## src/rtl/round_robin_arbiter.sv

```systemverilog
// Purpose: round-robin arbiter that hands one shared resource to one of WIDTH requesters at a time.
// Latency: a grant is registered one cycle after the request is seen. Every release is followed by one idle cycle.
// Backpressure: requests wait for as long as the resource is held. The holder is never pre-empted.
//
// Ports:
//   clk, reset        rising-edge clock, synchronous active-high reset
//   req[WIDTH]        level-sensitive request per requester
//   done              holder releases the resource (only looked at while granting)
//   grant[WIDTH]      registered one-hot grant, all-zero when idle
//   grant_idx         binary index of the holder, 0 when idle
//   grant_valid       high while a grant is held
//   timeout           one-cycle pulse after a forced release
// Optional feature: define ARB_TIMEOUT_EN to bound a grant to MAX_HOLD cycles.
// Without it, timeout is tied low and MAX_HOLD has no effect.
module round_robin_arbiter #(
    parameter int WIDTH     = 16,
    parameter int ADDR_SIZE = $clog2(WIDTH),
    parameter int MAX_HOLD  = 8
) (
    input  logic                 clk,
    input  logic                 reset,
    input  logic [WIDTH-1:0]     req,
    input  logic                 done,
    output logic [WIDTH-1:0]     grant,
    output logic [ADDR_SIZE-1:0] grant_idx,
    output logic                 grant_valid,
    output logic                 timeout
);

    if (WIDTH < 2) begin : g_bad_width
        $error("round_robin_arbiter: WIDTH must be >= 2");
    end
    if (MAX_HOLD < 2) begin : g_bad_hold
        $error("round_robin_arbiter: MAX_HOLD must be >= 2");
    end

    localparam logic [0:0] IDLE  = 1'b0;
    localparam logic [0:0] GRANT = 1'b1;

    logic [0:0]           state;
    logic [ADDR_SIZE-1:0] ptr;
    logic [ADDR_SIZE-1:0] pick_idx;
    logic [ADDR_SIZE-1:0] cand;
    logic [ADDR_SIZE-1:0] ptr_after;
    logic                 pick_vld;
    logic                 release_norm;
    logic                 release_any;

    // Modulo-WIDTH add. This works for any WIDTH, including values that are not a power of 2.
    function automatic logic [ADDR_SIZE-1:0] wrap_add(input logic [ADDR_SIZE-1:0] base,
                                                      input int off);
        int sum;
        sum = int'(base) + off;
        if (sum >= WIDTH) begin
            sum = sum - WIDTH;
        end
        return ADDR_SIZE'(sum);
    endfunction

    // The first requester at or after ptr, in circular order, wins.
    always_comb begin
        pick_vld = 1'b0;
        pick_idx = '0;
        cand     = '0;
        for (int i = 0; i < WIDTH; i++) begin
            cand = wrap_add(ptr, i);
            if (!pick_vld && req[cand]) begin
                pick_vld = 1'b1;
                pick_idx = cand;
            end
        end
    end

    // After a release, priority moves to the requester just past the old holder.
    assign ptr_after    = (grant_idx == ADDR_SIZE'(WIDTH - 1)) ? '0 : grant_idx + 1'b1;
    // A done that arrives together with a dropped request still counts as a single release.
    assign release_norm = done | ~req[grant_idx];

`ifdef ARB_TIMEOUT_EN
    localparam int CNT_W = $clog2(MAX_HOLD);

    logic [CNT_W-1:0] hold_cnt;
    logic             hold_expired;

    assign hold_expired = (hold_cnt == CNT_W'(MAX_HOLD - 1));
    assign release_any  = release_norm | hold_expired;

    // hold_cnt stays at zero while idle, so every grant starts counting from 0.
    // A normal release in the expiry cycle wins, and no timeout is reported.
    always_ff @(posedge clk) begin
        if (reset) begin
            hold_cnt <= '0;
            timeout  <= 1'b0;
        end else begin
            timeout <= (state == GRANT) && hold_expired && !release_norm;
            if (state == GRANT && !release_any) begin
                hold_cnt <= hold_cnt + 1'b1;
            end else begin
                hold_cnt <= '0;
            end
        end
    end
`else
    assign release_any = release_norm;
    assign timeout     = 1'b0;
`endif

    always_ff @(posedge clk) begin
        if (reset) begin
            state       <= IDLE;
            ptr         <= '0;
            grant       <= '0;
            grant_idx   <= '0;
            grant_valid <= 1'b0;
        end else if (state == IDLE) begin
            if (pick_vld) begin
                state       <= GRANT;
                grant       <= WIDTH'(1) << pick_idx;
                grant_idx   <= pick_idx;
                grant_valid <= 1'b1;
            end
        end else begin
            // Going back through IDLE forces one disabled cycle between owners.
            if (release_any) begin
                state       <= IDLE;
                grant       <= '0;
                grant_idx   <= '0;
                grant_valid <= 1'b0;
                ptr         <= ptr_after;
            end
        end
    end

endmodule

```

## config.mk

```make
export PLATFORM = sky130hd
export DESIGN_NAME = round_robin_arbiter
export DESIGN_NICKNAME = d
export VERILOG_FILES = /design/src/rtl/round_robin_arbiter.sv
export SDC_FILE = /design/constraint.sdc
export NUM_CORES = 1
export LEC_CHECK = 0
export CORE_ASPECT_RATIO = 0.6
export CORE_MARGIN = 3
export CORE_UTILIZATION = 40
export DETAILED_ROUTE_END_ITERATION = 12
export GPL_ROUTABILITY_DRIVEN = 1
export PLACE_DENSITY = 0.65
export SLEW_MARGIN = 20
export SYNTH_ARGS = -nofsm -noshare
export SYNTH_HDL_FRONTEND = slang
export SYNTH_SLANG_ARGS = --single-unit
```

## constraint.sdc

```tcl
create_clock -name clk -period 7.2 [get_ports clk]
set_clock_uncertainty 0.15 [all_clocks]
set_input_delay 1.08 -clock clk [delete_from_list [all_inputs] [get_ports clk]]
set_output_delay 1.08 -clock clk [all_outputs]
set_load 0.05 [all_outputs]
```

Word level (Yosys, flattened, before mapping)
Cells that the tools add are included.
- add/subtract/negate cells: 32
- multipliers: 0
- div/mod/pow operators: 0
- magnitude comparators: 33
- equal/unequal tests: 2
- shift operators: 1
- mux-type cells: 95
- bitwise gates (word level): 2
- reduce and logical (&&, ||, !) cells: 33
- operators by type and width (kind ; number):
    two-way mux 4 bit ; 36
    < comparator 4 x 5 -> 1 bit, second input constant ; 17
    greater-or-equal comparator 5 bit, second input constant ; 15
    binary-select mux 1 bit (select 4 bit) ; 17
    subtractor 4 x 1 -> 4 bit, second input constant ; 16
    two-way mux 16 bit ; 3
    adder 4 x 4 -> 5 bit, second input constant ; 8
    two-way mux 1 bit ; 39
    adder 4 x 3 -> 5 bit, second input constant ; 4
    left shift 1 x 4 -> 16 bit, first input constant ; 1
    logical AND 1 bit ; 15
    zero test 1 bit ; 15
    adder 4 x 2 -> 5 bit, second input constant ; 2
    adder 4 x 1 -> 5 bit, second input constant ; 1
    greater-or-equal comparator 4 x 5 -> 1 bit, second input constant ; 1
    adder 4 x 1 -> 4 bit, second input constant ; 1
    equality test 4 bit, second input constant ; 1
    AND reduction 2 bit ; 2
    inequality test 2 x 1 -> 1 bit, second input constant ; 1
    nonzero test 2 bit ; 1
    inverter 1 bit ; 1
    bitwise OR 1 bit ; 1
- register bits after elaboration: 26
- latch bits: 0
- memory bits (writable): 0
- bits in read-only memories: 0
- input bits: 19
- output and inout port bits: 22
- word-level logic and storage cells: 203
- memories: 0

Longest topological paths before layout
- depth after elaboration: 53
- gate-level depth with buffers: 16
- depth with buffers taken out: 12

Worst setup path before layout
Ideal clock, no wire load.
- path type: reg2reg
- from: register ptr[1]
- to: register grant[0]
- setup time: 0.069 ns
- arrival: 4.369 ns
- data required time: 6.981 ns
- slack: 2.612 ns
- cell stages (with the launch flop): 15
- buffers on the path: 5
- period minus slack after synthesis: 4.588 ns
- cell sequence: dfxtp_1 buf_4 buf_2 clkinv_1 ha_1 buf_2 mux4_2 mux4_2 buf_2 nor4_1 a31oi_1 nor3_2 buf_2 nand2_1 o21ai_1
- cells in the longest elaborated chain, start to end: 53
- elaborated cells on any way between the ends: 162
- those cells by class: add/sub (31); order compare (16); shift (1); mux (82); reduce/logical (32)
- RTL lines (what ; RTL line ; text):
    start: declaration ; 41 ; logic [ADDR_SIZE-1:0] ptr;
    start signal: assignment ; 129 ; ptr <= ptr_after;
    branches (longest 53 deep; another with adder 4 x 1 -> 5 bit) ; -- ;
    end signal: assignment ; 118 ; grant <= WIDTH'(1) << pick_idx;
    end: declaration ; 24 ; output logic [WIDTH-1:0] grant,
Several ways; the timed one is not identified. The select of a mux whose other input is x is not followed.
A chain may end at the register's enable or synchronous reset.

Final worst setup path
- from: register ptr[0]
- to: register grant[11]
Same word-level chain as after synthesis.

==> flow_summary.ini <==
[cells_and_area]
drive_gt1_frac = 0.136
utilization = 0.484
fin_cells = 583
nets = 499
layout_common_cells = nand2_1 (54), clkdlybuf4s50_1 (39), mux2i_1 (27), nor2_1 (27), dfxtp_1 (26)
diodes = 0
fillCellCount = 839
layout_commonest_cell = nand2_1
areaGrowthSynthToFinish_pct = 14.3

[timing]
worst_slew_pin_slew_ns = 0.924
drv_slew = 0
finalHoldViolCount = 0
slew_headroom = 0.381
finalCritPeriodShare = 0.716
rsz0062_at_grt = false
fmax_mhz = 194
fin_crit_ns = 5.16
setup_tns_ns = 0
holdWs_ns = 0.299
setup_viol_count_final = 0

[synthesis]
synth_edf_count = 0
synth_cell_types = 77
synth_ff_type = dfxtp_1
synth_xor_area_frac = 0.0306
synth.area.mux_share = 0.258
async_flop_share = 0
avgSynthCellArea_um2 = 8.33
ys_ff_latch = 26
synth_seq_area_share = 0.140
yosysWarnings = 0
yosys.area_share.adder = 0.0269
netlist_instances = 447
syn_area_um2 = 3720
synth_top_family_by_area = compound AO/OA/AOI/OAI gates
yosys.area_share.simple = 0.238
synth_compound_area_frac = 0.262
synthesis.nets = 474

[clocking]
root_buffer = clkbuf_16
cts_tree = done
cts_setup_buffers = 0
cts_num_sinks = 26
clk_latency_ns = 0.26
cts_hold_buf = 0
clk_pin_slew_worst_paths_ns = 0.06
cts_buffers = 3
htreeDepth = 1
clockBufferDepth = 2
ctsResizeCount = 0

[critical_path]
worstSetupStartpointType = flop
timing.reg2reg.setup_slack_ns = 2.04
worstPathCellList = inv_2 -> ha_1 -> mux4_2 -> o211ai_1 -> nand4_1 -> nor3_4 -> nand4_4 -> nor2_2 -> a31oi_1 -> nor3_2 -> nand2_1 -> o21ai_0
end_kind = flop
crit_fanout = 18
rr_endpoint = grant[11]
slowest_stage = ha_1
ff2ff_path_depth = 12
cp_data_arrival_time_ns = 5.19
cp.required_ns = 7.24
path_class = reg -> reg
r2r-start = ptr[0]
slowest_delay_ns = 0.90

[flow_run]
cap_violations = 0

[detailed_routing]
firstDrtPassIters = 6
first_iter_violations = 576
via_count = 3974
final_antenna_net_count = 0
wl_per_cell_um = 21.9
wl_um = 12800
vias_per_cell = 6.82
drc = 0

[die]
io_pins = 41
rows = 26
die_w_um = 131
initial_utilization = 0.424
die_height_um = 80.7
die_area_um2 = 10500
core_area_um2 = 8780

[worst_hold_path]
holdPathStages = 2
holdPathEnd = grant[1]
min_path_type = reg -> reg
worst_hold_startpoint = grant[1]

[global_routing]
grt_pass1_wl_um = 20400
antenna_found_initial = 0
track_usage = 0.247
grt_max_degree = 37
grt_overflow_total = 0
grt_pass1_vias = 3520

[run_status]
status = finished, final reports clean

[place]
dp_cells = 579
place_congestion = 1.06
portBuffers = 39
place_hpwl_um = 10100

[power_and_ir_drop]
ir_drop_mv = 0.251
leakage_nw = 1.42
power.density_nw_per_um2 = 511
-- registers in the layout, indices dropped and copies added, names as in the netlist --
register,cells
ptr,4
state,1
grant,16
grant_valid,1
grant_idx,4
-- critical path: cells and delay by family (launching register included) --
| family | cells | cell delay, ns |
|---|---|---|
| simple gates | 6 | 2.24 |
| flops | 1 | 0.34 |
| fa+ha+maj | 1 | 0.90 |
| buf+inv | 1 | 0.13 |
| mux | 1 | 0.71 |
| compound gates | 3 | 0.61 |
-- metal layers --
layer  GRT usage  part of all wire  up-vias
li1            -                 -     1797
met1       0.394              0.46     1919
met2       0.326              0.40      250
met3      0.0784              0.14        8
met4      0.0236            0.0057        0
met5           0                 0        -
-- where the power goes --
part / internal, mW / switching (mW)
Sequential: 0.178 / 0.0375
Clock: 0.0850 / 0.0480
Combinational: 0.664 / 1.16
-- stage by stage --
stage | setup WS [ns] | power, mW | cell area [um^2]
after global routing | 1.56 | 2.32 | 4250
after floorplan | 2.61 | 1.54 | 3720
final | 2.04 | 2.17 | 4250
after detailed placement | 1.86 | 1.97 | 4160
after global placement | 1.95 | 1.97 | 4160
after CTS | 2.05 | 2.11 | 4250
-- synthesized netlist by cell type, types with 6 or more instances --
master	count	share of area
a21oi_1	21	0.028
a22oi_1	14	0.028
a31oi_1	6	0.010
buf_2	8	0.011
clkbuf_1	10	0.010
dfxtp_1	26	0.14
ha_1	8	0.027
mux2_2	10	0.030
mux2i_1	27	0.073
mux4_2	25	0.15
nand2_1	54	0.054
nand2b_1	9	0.015
nand3_1	11	0.015
nand4_1	6	0.010
nor2_1	27	0.027
nor2b_1	7	0.012
nor3_1	7	0.0094
o211ai_1	6	0.012
o21ai_0	24	0.032
o21ai_1	9	0.012
xnor2_1	10	0.024
-- area by class of cell --
cell class / instances / area [um^2] / share of cell area
clock buffer: 4 / 88.8 / 0.0209
inverter: 8 / 30.0 / 0.00706
multi-input combinational: 388 / 3040 / 0.714
sequential: 26 / 520 / 0.122
tap: 112 / 140 / 0.0330
timing repair buffer: 45 / 435 / 0.102
-- how the worst max path moves through the flow --
| stage | from | end | slack [ns] | cells after the start |
|---|---|---|---|---|
| 6_report | ptr[0] | grant[11] | 2.04 | 12 |
| 3_5_place_dp | req[0] | grant[8] | 1.86 | 11 |
| 2_1_floorplan | ptr[1] | grant[0] | 2.61 | 14 |
| 5_1_grt | ptr[0] | grant[3] | 1.56 | 12 |
| 3_3_place_gp | req[13] | grant[8] | 1.95 | 11 |
| 4_1_cts | ptr[0] | grant[8] | 2.05 | 9 |
-- logic make-up (layout without fill, tap and decap cells) --
family / Yosys count / after routing
xor gates and xnor gates: 13 / 13
DFF: 26 / 26
buffers and inverters: 33 / 57
muxes: 63 / 63
AOI/OAI and AO/OA: 139 / 139
other: 1 / 1
adders and majority gates: 8 / 8
and+or+nand+nor: 164 / 164
No activity file was read; power rests on OpenSTA's default activity.
